===== config.mk =====
export PLATFORM = sky130hd
export DESIGN_NAME = jtdd_rom_sched
export DESIGN_NICKNAME = d
export VERILOG_FILES = /design/src/rtl/jtdd_pkg.sv /design/src/rtl/jtdd_rr_pick.sv /design/src/rtl/jtdd_rom_sched.sv
export SDC_FILE = /design/constraint.sdc
export NUM_CORES = 1
export LEC_CHECK = 0
export CAP_MARGIN = 20
export CORE_ASPECT_RATIO = 0.7
export CORE_MARGIN = 10
export CORE_UTILIZATION = 40
export CTS_CLUSTER_DIAMETER = 80
export CTS_CLUSTER_SIZE = 25
export DETAILED_ROUTE_END_ITERATION = 12
export DONT_BUFFER_PORTS = 1
export GPL_ROUTABILITY_DRIVEN = 0
export PLACE_DENSITY_LB_ADDON = 0.2
export SYNTH_ARGS = -nofsm -noshare
export SYNTH_HDL_FRONTEND = slang
export SYNTH_SLANG_ARGS = --single-unit

===== constraint.sdc =====
create_clock -name clk -period 5.1 [get_ports clk]
set_clock_uncertainty 0.2 [all_clocks]
set_input_delay 0.51 -clock clk [delete_from_list [all_inputs] [get_ports clk]]
set_output_delay 0.51 -clock clk [all_outputs]
set_load 0.01 [all_outputs]

===== src/rtl/jtdd_pkg.sv =====
// Shared types and constants for the JTDD SDRAM ROM read scheduler.
package jtdd_pkg;
    localparam int SLOTS = 4;
    localparam int AW    = 22;
    localparam int DW    = 32;

    localparam int MAIN = 0;
    localparam int SND  = 1;
    localparam int CHAR = 2;
    localparam int SCR  = 3;

    typedef enum logic [1:0] {
        ST_IDLE,
        ST_REQ,
        ST_WAIT
    } state_t;
endpackage


===== src/rtl/jtdd_rr_pick.sv =====
// Combinational 4-way round-robin pick: first missing slot at or after the pointer.
module jtdd_rr_pick
    import jtdd_pkg::*;
(
    input  logic [SLOTS-1:0] i_miss,
    input  logic [1:0]       i_pointer,
    output logic [1:0]       o_grant,
    output logic             o_any
);
    logic [1:0] w_idx;

    // Scan from the farthest offset down so the nearest candidate wins last.
    always_comb begin
        o_grant = i_pointer;
        o_any   = 1'b0;
        w_idx   = '0;
        for (int i = SLOTS - 1; i >= 0; i--) begin
            w_idx = i_pointer + 2'(i);
            if (i_miss[w_idx]) begin
                o_grant = w_idx;
                o_any   = 1'b1;
            end
        end
    end
endmodule


===== src/rtl/jtdd_rom_sched.sv =====
// Four-slot SDRAM read scheduler: one-word cache per slot, misses served round-robin.
module jtdd_rom_sched #(
    parameter int SLOTS = 4,
    parameter int AW    = 22
) (
    input  logic                clk,
    input  logic                rst,
    input  logic [SLOTS-1:0]    slot_cs,
    input  logic [SLOTS*AW-1:0] slot_addr,
    output logic [SLOTS-1:0]    slot_ok,
    output logic [SLOTS*32-1:0] slot_dout,
    input  logic                downloading,
    input  logic                loop_rst,
    output logic                sdram_req,
    output logic [AW-1:0]       sdram_addr,
    input  logic                sdram_ack,
    input  logic                data_rdy,
    input  logic [31:0]         data_read,
    output logic                refresh_en
);
    import jtdd_pkg::*;

    state_t          r_state, w_state_nxt;
    logic [AW-1:0]   r_tag  [SLOTS];
    logic [DW-1:0]   r_data [SLOTS];
    logic [SLOTS-1:0] r_valid, r_ok;
    logic [1:0]      r_ptr, r_grant, w_pick;
    logic [AW-1:0]   r_issue_addr, w_pick_addr;
    logic            r_refresh;
    logic [SLOTS-1:0] w_hit, w_miss, w_inflight;
    logic            w_any, w_start, w_fill, w_clr;

    assign w_clr      = rst | loop_rst;
    assign slot_ok    = r_ok;
    assign sdram_addr = r_issue_addr;
    assign refresh_en = r_refresh;

    always_comb begin
        w_pick_addr = '0;
        for (int n = 0; n < SLOTS; n++) begin
            w_inflight[n] = (r_state != ST_IDLE) && (r_grant == 2'(n));
            w_hit[n]      = slot_cs[n] & r_valid[n] & (r_tag[n] == slot_addr[n*AW +: AW]);
            w_miss[n]     = slot_cs[n] & ~w_hit[n] & ~w_inflight[n];
            slot_dout[n*DW +: DW] = r_data[n];
            if (w_pick == 2'(n))
                w_pick_addr = slot_addr[n*AW +: AW];
        end
    end

    jtdd_rr_pick u_pick (
        .i_miss    (w_miss),
        .i_pointer (r_ptr),
        .o_grant   (w_pick),
        .o_any     (w_any)
    );

    always_comb begin
        w_state_nxt = r_state;
        w_start     = 1'b0;
        w_fill      = 1'b0;
        sdram_req   = 1'b0;
        case (r_state)
            ST_IDLE: begin
                if (w_any && !downloading) begin
                    w_start     = 1'b1;
                    w_state_nxt = ST_REQ;
                end
            end
            ST_REQ: begin
                sdram_req = 1'b1;
                // Ack and data together: fill immediately and skip WAIT.
                if (sdram_ack) begin
                    if (data_rdy) begin
                        w_fill      = 1'b1;
                        w_state_nxt = ST_IDLE;
                    end else begin
                        w_state_nxt = ST_WAIT;
                    end
                end
            end
            ST_WAIT: begin
                if (data_rdy) begin
                    w_fill      = 1'b1;
                    w_state_nxt = ST_IDLE;
                end
            end
            default: w_state_nxt = ST_IDLE;
        endcase
    end

    always_ff @(posedge clk) begin
        if (w_clr) begin
            r_state      <= ST_IDLE;
            r_ptr        <= '0;
            r_grant      <= '0;
            r_issue_addr <= '0;
            r_valid      <= '0;
            r_ok         <= '0;
            r_refresh    <= 1'b0;
            for (int n = 0; n < SLOTS; n++) begin
                r_tag[n]  <= '0;
                r_data[n] <= '0;
            end
        end else begin
            r_state   <= w_state_nxt;
            r_ok      <= downloading ? '0 : w_hit;
            r_refresh <= downloading | ((r_state == ST_IDLE) && !w_any);
            if (w_start) begin
                r_grant      <= w_pick;
                r_issue_addr <= w_pick_addr;
            end
            // Data lands under the issued tag even if the slot address moved on.
            if (w_fill) begin
                r_tag[r_grant]  <= r_issue_addr;
                r_data[r_grant] <= data_read;
                r_ptr           <= r_grant + 2'd1;
            end
            if (downloading)
                r_valid <= '0;
            else if (w_fill)
                r_valid[r_grant] <= 1'b1;
        end
    end
endmodule


==> results of run 1 <==
==> flip-flops by register name, summed over array words and instances (netlist names) <==
signal	count
r_valid	4
r_data	128
sdram_addr	22
r_ptr	2
r_state	2
r_grant	2
slot_ok	4
refresh_en	1
r_tag	88
==> repair_timing <==
action                    CTS  global route
hold endpoints to repair   89             0
hold buffers               47             0
resized for setup           0             0
==> cell type report <==
cell class	instances	area, um2	share of cell area
clock inverters	5	58.81	0.004424
clock buffers	18	386.6	0.02909
repair buffers	65	625.6	0.04706
flip-flops and latches	253	7227	0.5437
multi-input cells	602	4394	0.3306
well taps	378	473.0	0.03558
inverters	34	127.6	0.009601
==> layer usage <==
metal / routed length (um) / vias to the layer above / GRT usage / share of wire
met5: 0 / - / 0 / 0
met4: 444 / 0 / 0.02463 / 0.011
met3: 5092 / 36 / 0.07957 / 0.13
met2: 17520 / 414 / 0.3053 / 0.43
met1: 17590 / 4092 / 0.2989 / 0.43
li1: - / 3531 / - / -
==> critical path, delay by kind of cell (launching register included) <==
family,cells,cell delay [ps]
simple gates,3,1720
xor+xnor,1,190
flops,1,390
compound gates,3,600
buf+inv,2,1090
mux,1,290
==> cell usage after synthesis (all sizes together) (2+ instances only) <==
| master | count |
|---|---|
| buf | 18 |
| a221oi | 2 |
| xor2 | 53 |
| edfxtp | 216 |
| clkbuf | 44 |
| o21ai | 5 |
| nor2 | 14 |
| dfxtp | 37 |
| nor4 | 16 |
| mux2i | 26 |
| nor3 | 5 |
| a211o | 2 |
| a21oi | 9 |
| o311ai | 2 |
| inv | 34 |
| nand2b | 3 |
| nand2 | 14 |
| a211oi | 3 |
| nand4 | 35 |
| ha | 8 |
| o22a | 22 |
| and2 | 162 |
| a311o | 22 |
| o211ai | 22 |
| and3 | 54 |
| a21o | 2 |
| xnor2 | 35 |
| nand3 | 69 |
| and4 | 2 |
==> per-stage QoR <==
stage	std cells	power [W]	hold WS [ps]	cell area (um2)
after global routing	1355	0.004118	1.129	13290
after floorplan	951	0.002612	236.6	11950
after CTS	1354	0.004033	0.02320	13280
after global placement	1284	0.002723	249.0	12360
final	1355	0.004009	15.57	13290
after detailed placement	1284	0.002724	254.3	12360
==> worst min-delay path by stage <==
| stage | startpoint | depth (start not counted) | to | slack, ps |
|---|---|---|---|---|
| final | data_read[5] | 1 | r_data[2][5] | 20 |
| after global routing | data_read[18] | 1 | r_data[2][18] | 1 |
| after CTS | data_read[27] | 1 | r_data[0][27] | 0.02 |
| after detailed placement | r_valid[0] | 2 | r_valid[0] | 250 |
| after global placement | r_valid[0] | 2 | r_valid[0] | 250 |
| after floorplan | r_valid[0] | 2 | r_valid[0] | 240 |
==> cell families after synthesis <==
kind of cell	count (synthesis)	synth area share
AO/OA/AOI/OAI	100	0.07830
buffers and inverters	96	0.03308
flip-flops	253	0.6046
XOR/XNOR	88	0.06448
adder cells (fa/ha/maj)	8	0.008375
AND/OR/NAND/NOR	380	0.1894
multiplexers	26	0.02177
==> power by group <==
| group | switching [W] | internal, W | total, W |
|---|---|---|---|
| Sequential | 0.0000941 | 0.00232 | 0.00241 |
| Combinational | 0.000190 | 0.000115 | 0.000306 |
| Clock | 0.000725 | 0.000566 | 0.00129 |
| Total | 0.00101 | 0.00300 | 0.00401 |
==> impl_metrics.csv, run 1 <==
group,metric,value,unit
clock_tree,cts_setup_buffers,0,
yosys,syn_nets,1089,
yosys,synth_edf_count,216,
clock_tree,cts.sinks,253,
yosys,ys_types,53,
hold_path,min_path_type,"in2reg",
die,core,0.02915,mm2
timing,hold_viol,0,
die,rows,52,
clock_tree,cts_tree,"built",
placed_design,hpwl,28.47,mm
grt,first_global_vias,7492,
pwr,p_leak,5.095,nW
route,wl_per_cell,30.00,um
worst_setup_path,worstPathRequired,5290,ps
timing,tns,0,ps
final_layout,diodes,0,
route,dr.pass1.iters,5,
route,drtIter0Drc,1010,
die,die_w,226.6,um
final_layout,drive_above_1_share,0.08086,
clock_tree,clockBufferDepth,3,
clock_tree,path_clk_slew,110,ps
pwr,power.density,301.6,mW/mm2
worst_setup_path,cpPeakStageDelay,670,ps
timing,rsz0062_at_grt,"false",
timing,period_share,0.9038,
final_layout,n_fill_cell,2633,
worst_setup_path,ff2ff_setup_slack,490,ps
yosys,netlist.area_leader.share,0.5427,
worst_setup_path,endpoint,"sdram_addr[2]",
route,remaining_drc_errors,0,
grt,grt_pass1_wl,57.22,mm
yosys,postSynthCellCount,951,
timing,max_freq,216.9,MHz
grt,grt_antenna_before_repair,1,
yosys,avgSynthCellArea,12.57,um2
yosys,synth_area,0.01195,mm2
die,start_util,0.4101,
worst_setup_path,critPathKind,"reg2reg",
placed_design,place_ws,910.5,ps
timing,finalSetupViolCount,0,
final_layout,final_nets,1109,
worst_setup_path,arrival,4800,ps
worst_setup_path,path_max_fanout,47,
clock_tree,numCtsBuffers,15,
clock_tree,clockRootBuffer,"clkbuf_16",
route,ant_nets,0,
clock_tree,htree_levels,1,
worst_setup_path,end_kind,"flop",
grt,grt_max_degree,69,
grt,grtUsageTotal,0.2100,
final_layout,fin_util,0.4560,
outcome,status,"finished, final reports clean",
worst_setup_path,r2r_start,"r_tag[1][6]",
timing,slew_viol_final,0,
timing,worst_pin_slew,1088,ps
die,dieArea,0.03731,mm2
final_layout,final_cell_mix,"edfxtp_1 (216), and2_1 (162), nand3_1 (68)",
yosys,ys_seq_area_frac,0.6046,
timing,period_minus_slack,4610,ps
placed_design,portBuffers,0,
worst_setup_path,worstPathCellList,"xor2_1, nor4_1, nand4_1, o221ai_4, buf_4, o311ai_2, nand3_2, mux2i_1, dlygate4sd3_1, o211ai_2",
worst_setup_path,worst-r2r-cell-count,10,
clock_tree,clk_latency,510,ps
yosys,yosysWarnings,0,
worst_setup_path,slowest_stage,"nand3_2",
timing,slew_headroom,0.2725,
die,fp.dieH,164.6,um
final_layout,mostFrequentLayoutCell,"edfxtp_1",
worst_setup_path,r2r-end,"sdram_addr[2]",
yosys,ys_dominant_reg_cell,"edfxtp_1",
flow_run,maxCapViolCount,0,
yosys,yosys-top-cells-area,"edfxtp_1 (54%), and2_1 (8.5%), dfxtp_1 (6.2%)",
timing,setup_ws,490.5,ps
worst_setup_path,start_kind,"flop",
die,ios,286,
route,num_vias,8073,
grt,gr-total-overflow,0,
route,viasPerCell,5.958,
worst_setup_path,cp-startpoint,"r_tag[1][6]",
yosys,async_flop_share,0,
route,routed_wl,40.65,mm
pwr,ir_drop,234.9,uV
final_layout,syn2layout_area_growth,11.21,%
yosys,synth-seq-cells,253,
yosys,yosysTopAreaCell,"edfxtp_1",
No activity file was read; power rests on OpenSTA's default activity.
==> run 2: changes to the inputs <==
GPL_TIMING_DRIVEN = 0   (was unset)
==> impl_metrics.csv, run 2 (synthesized netlist as in run 1, its figures left out) <==
group,metric,value,unit
final_layout,multiInputGateArea,0.004375,mm2
grt,first_global_vias,7847,
pwr,p_leak,5.099,nW
worst_setup_path,critPathKind,"reg2reg",
die,fp.dieH,164.6,um
outcome,status,"finished, final reports clean",
grt,grt_pass1_wl,58.29,mm
worst_setup_path,start_kind,"flop",
final_layout,n_fill_cell,2659,
clock_tree,cts_tree,"built",
worst_setup_path,worst-r2r-cell-count,10,
route,wl_per_cell,29.65,um
clock_tree,path_clk_slew,110,ps
final_layout,syn2layout_area_growth,11.55,%
die,die_w,226.6,um
final_layout,final_cells,1393,
final_layout,design_area,0.01333,mm2
timing,rsz0062_at_grt,"false",
final_layout,drive_above_1_share,0.07101,
final_layout,top_register,"r_data",
placed_design,dpl-instance-area,0.01249,mm2
route,num_vias,8135,
placed_design,place_inst,1331,
timing,slew_viol_final,0,
route,routed_wl,41.30,mm
grt,grt_antenna_before_repair,1,
grt,grtUsageTotal,0.2153,
pwr,clkPwrFrac,0.322,
clock_tree,clk_latency,510,ps
route,ant_nets,0,
final_layout,mostFrequentLayoutCell,"edfxtp_1",
timing,worst_pin_slew,986.0,ps
clock_tree,clockBufferDepth,3,
worst_setup_path,end_kind,"flop",
route,viasPerCell,5.840,
grt,gr-total-overflow,0,
grt,grt_max_degree,55,
worst_setup_path,cp-startpoint,"r_tag[1][11]",
die,start_util,0.4101,
final_layout,layout.area.seq,0.007227,mm2
pwr,p_sw_frac,0.2427,
pwr,pwr-share-comb,0.075,
pwr,ir_drop,198.1,uV
worst_setup_path,ff2ff_setup_slack,1070,ps
timing,hold_viol,0,
die,dieArea,0.03731,mm2
timing,finalSetupViolCount,0,
clock_tree,htree_levels,1,
pwr,p_int,0.003030,W
route,dr.pass1.iters,5,
hold_path,min_path_type,"in2reg",
worst_setup_path,r2r_start,"r_tag[1][11]",
timing,max_freq,248.2,MHz
die,rows,52,
die,core,0.02915,mm2
worst_setup_path,arrival,4230,ps
clock_tree,cts.sinks,253,
timing,period_share,0.7901,
timing,period_minus_slack,4030,ps
placed_design,portBuffers,0,
final_layout,final_nets,1146,
final_layout,largest_reg_flops,128,
route,drtIter0Drc,1129,
pwr,pwr-share-seq,0.603,
worst_setup_path,endpoint,"sdram_addr[5]",
pwr,switchingPower,0.0009715,W
worst_setup_path,path_max_fanout,10,
placed_design,hpwl,30.91,mm
route,remaining_drc_errors,0,
worst_setup_path,r2r-end,"sdram_addr[5]",
clock_tree,cts_setup_buffers,0,
clock_tree,numCtsBuffers,14,
die,ios,286,
worst_setup_path,worstPathRequired,5300,ps
final_layout,final_cell_mix,"edfxtp_1 (216), and2_1 (162), nand3_1 (68)",
clock_tree,clockRootBuffer,"clkbuf_16",
pwr,power.density,300.2,mW/mm2
flow_run,maxCapViolCount,0,
timing,slew_headroom,0.3403,
-- run 2: changes by cell type in the layout (fill, tap and decap cells not counted), sizes merged --
cell / delta
bufinv: +1
buf: +3
dlygate4sd3: -9
clkbuf: +45
diode: +1
inv: -3
-- run 2: cell type report --
type | count | share of cell area
Sequential cell | 253 | 0.5420
Multi-Input combinational cell | 602 | 0.3282
Tap cell | 378 | 0.03547
Timing Repair Buffer | 41 | 0.03106
Clock buffer | 19 | 0.02928
Buffer | 62 | 0.02008
Inverter | 34 | 0.009572
Clock inverter | 3 | 0.004129
Antenna cell | 1 | 0.0001877
-- run 2: stage by stage --
stage,hold WS [ps],setup slack [ps],setup TNS (ps),util,power (W)
3_5_place_dp,258.2,837.2,0,0.4286,0.002730
2_1_floorplan,236.6,1403,0,-,0.002612
5_1_grt,0.4818,967.3,0,0.4573,0.004131
6_report,14.98,1070,0,0.4574,0.004002
3_3_place_gp,251.6,-1364,-212150,0.4263,0.002733
4_1_cts,0.1665,795.2,0,0.4563,0.004019
-- run 2: critical path, stage by stage, from the launching register on --
cell and delay (ps):
edfxtp_1 390, xor2_1 160, nor4_1 540, nand4_1 460, o221ai_1 460, buf_2 300, o311ai_2 250, nand3_2 250
buf_2 370, mux2i_1 440, o211ai_2 100
-- run 2: per-layer routing --
layer / vias to the layer above / routed length, um / GRT usage
met5: - / 0 / 0
met4: 0 / 723 / 0.03983
met3: 50 / 4812 / 0.08187
met2: 415 / 17510 / 0.3091
met1: 4067 / 18250 / 0.3042
li1: 3603 / - / -
-- run 2: worst min-delay path by stage --
| stage | from | to | slack (ps) | cells past startpoint |
|---|---|---|---|---|
| 5_1_grt | data_read[13] | r_data[2][13] | 0.5 | 1 |
| 3_3_place_gp | r_valid[3] | r_valid[3] | 250 | 2 |
| 6_report | slot_addr[38] | sdram_addr[16] | 10 | 2 |
| 3_5_place_dp | r_valid[3] | r_valid[3] | 260 | 2 |
| 4_1_cts | slot_addr[22] | sdram_addr[0] | 0.2 | 2 |
| 2_1_floorplan | r_valid[0] | r_valid[0] | 240 | 2 |
-- run 2: power groups by stage --
stage / clock, W / combinational (W) / sequential, W
after floorplan: 0 / 0.000187 / 0.00243
after global placement: 0 / 0.000265 / 0.00247
after detailed placement: 0 / 0.000269 / 0.00246
after CTS: 0.00131 / 0.000298 / 0.00241
after global routing: 0.00139 / 0.000324 / 0.00242
final: 0.00129 / 0.000301 / 0.00241
-- run 2: timing repair --
action | in CTS | in global routing
resized for setup | 0 | 0
hold buffers | 36 | 2
hold endpoints to repair | 84 | 2
==> edit, RTL diff (config.mk and constraints of run 2) <==
`AW` is set to 22 in 2 places; all go to 11.
--- a/src/rtl/jtdd_pkg.sv
+++ b/src/rtl/jtdd_pkg.sv
@@ -2,5 +2,5 @@
 package jtdd_pkg;
     localparam int SLOTS = 4;
-    localparam int AW    = 22;
+    localparam int AW    = 11;
     localparam int DW    = 32;
 
--- a/src/rtl/jtdd_rom_sched.sv
+++ b/src/rtl/jtdd_rom_sched.sv
@@ -2,5 +2,5 @@
 module jtdd_rom_sched #(
     parameter int SLOTS = 4,
-    parameter int AW    = 22
+    parameter int AW    = 11
 ) (
     input  logic                clk,
Ports: changed (resized sdram_addr and slot_addr); port bits go from 286 to 231. No check against the original RTL was run, so the function may have changed too.
==> edit against run 2 <==
Core utilization is 0.063 points lower; clock power is 6% higher; worst setup slack better by 0.44 ns; synthesized area is 30% lower; sequential cell count is 55 lower; wire length is 40% lower; cell area is 29% lower; maximum frequency is 12% higher; total power is 15% lower; critical path type unchanged; largest cell class unchanged.
==> edit: results (changes against run 2) <==
- Largest net degree at the start of global routing: 31 (-44%)
- The area fraction of clock buffers and clock inverters came to 0.0629 (+0.0295).
- Total area of multi-input combinational cells: 2530 um^2 (-42%)
- Final period util: 0.705 (-0.0853)
- The non-clock buffer contribution to total cell area was 0.0247 (-0.0265).
* Antenna fix cells: 0 (-1)
- The met2 layer wire length in the routed design was 10.4 mm (-41%).
- The multi-input combinational cell count was 371 (-38%).
- The layout net count is 729 (-36%).
* Violation count after the first detailed-route iteration: 368 (-67%)
- The setup slack on the worst flop-to-flop path was 1.51 ns (+0.44 ns).
- Reg clk slew, reported paths: 0.07 ns (-0.04 ns)
* Crit path max-delay cell type: sky130_fd_sc_hd__nor3_1
* Count of clock buffers in the final design: 18 (-1)
- Reg-to-reg critical path startpoint: r_state[1]
- The cell area after synthesis is 8370 um^2 (-30%).
- Nets in the synthesized netlist: 702 (-36%)
- Actual slew at the worst max-slew pin: 0.784 ns (-0.202 ns)
- Via count: 4998 (-39%)
- The worst supply voltage drop on vdd came to 190 uV (-4.0%).
- Invs w/o clock: 11 (-68%)
* Average cell area after synthesis: 13.8 um^2 (+9.4%)
- The worst register-to-register path ends at r_data[1][8].
- CTS H-Tree Depth: 4 (+3)
- Signal arrival time at the worst endpoint: 3.51 ns (-0.72 ns)
- The final hold slack was 0.0435 ns (+0.0286 ns).
* Count of fill cells added during filler insertion: 1866 (-30%)
* TritonCTS Buffers: 17 (+3)
- The count of placed standard cells including taps was 891 (-33%).
* Compound-cell area share of the yosys netlist: 0.0357 (-0.0426)
- In the synthesized netlist, the cells that appear most often are sky130_fd_sc_hd__edfxtp_1, sky130_fd_sc_hd__and2_1, sky130_fd_sc_hd__xor2_1, sky130_fd_sc_hd__and3_1.
- The clock insertion delay at the later pin of the skew report came to 0.44 ns (-0.07 ns).
- Switching part of the total power: 0.246 (+0.00304)
* Hold-fix buffer count after cts: 1 (-97%)
- EDFF count, synth: 172 (-20%)
- GRT Overall Usage: 0.178 (-0.0373)
- Average wire per standard cell: 26.7 um (-10%)
* Run status: finished clean
[edit: power groups by stage]
stage	combinational [mW]	clock, mW	sequential (mW)
final	0.157	1.37	1.88
after global routing	0.170	1.46	1.89
after CTS	0.158	1.39	1.89
after detailed placement	0.157	0	1.92
after global placement	0.145	0	1.93
after floorplan	0.102	0	1.90
[edit: worst register-to-register path: cells and delay by family (launching register included)]
family	cells	cell delay [ns]
AO/OA/AOI/OAI	1	0.12
adder cells (fa/ha/maj)	1	0.32
buffers and inverters	3	0.63
flip-flops	1	0.34
AND/OR/NAND/NOR	4	1.63
[edit: worst min path at each step]
stage	from	to
after floorplan	r_valid[0]	r_valid[0]
final	downloading	refresh_en
after global placement	r_valid[2]	r_valid[2]
after CTS	downloading	refresh_en
after detailed placement	r_valid[0]	r_valid[0]
after global routing	downloading	refresh_en
[edit: routing by layer]
metal / vias to the layer above / track usage
li1: 2251 / -
met1: 2502 / 0.234
met2: 226 / 0.251
met3: 19 / 0.0946
met4: 0 / 0.0452
met5: - / 0
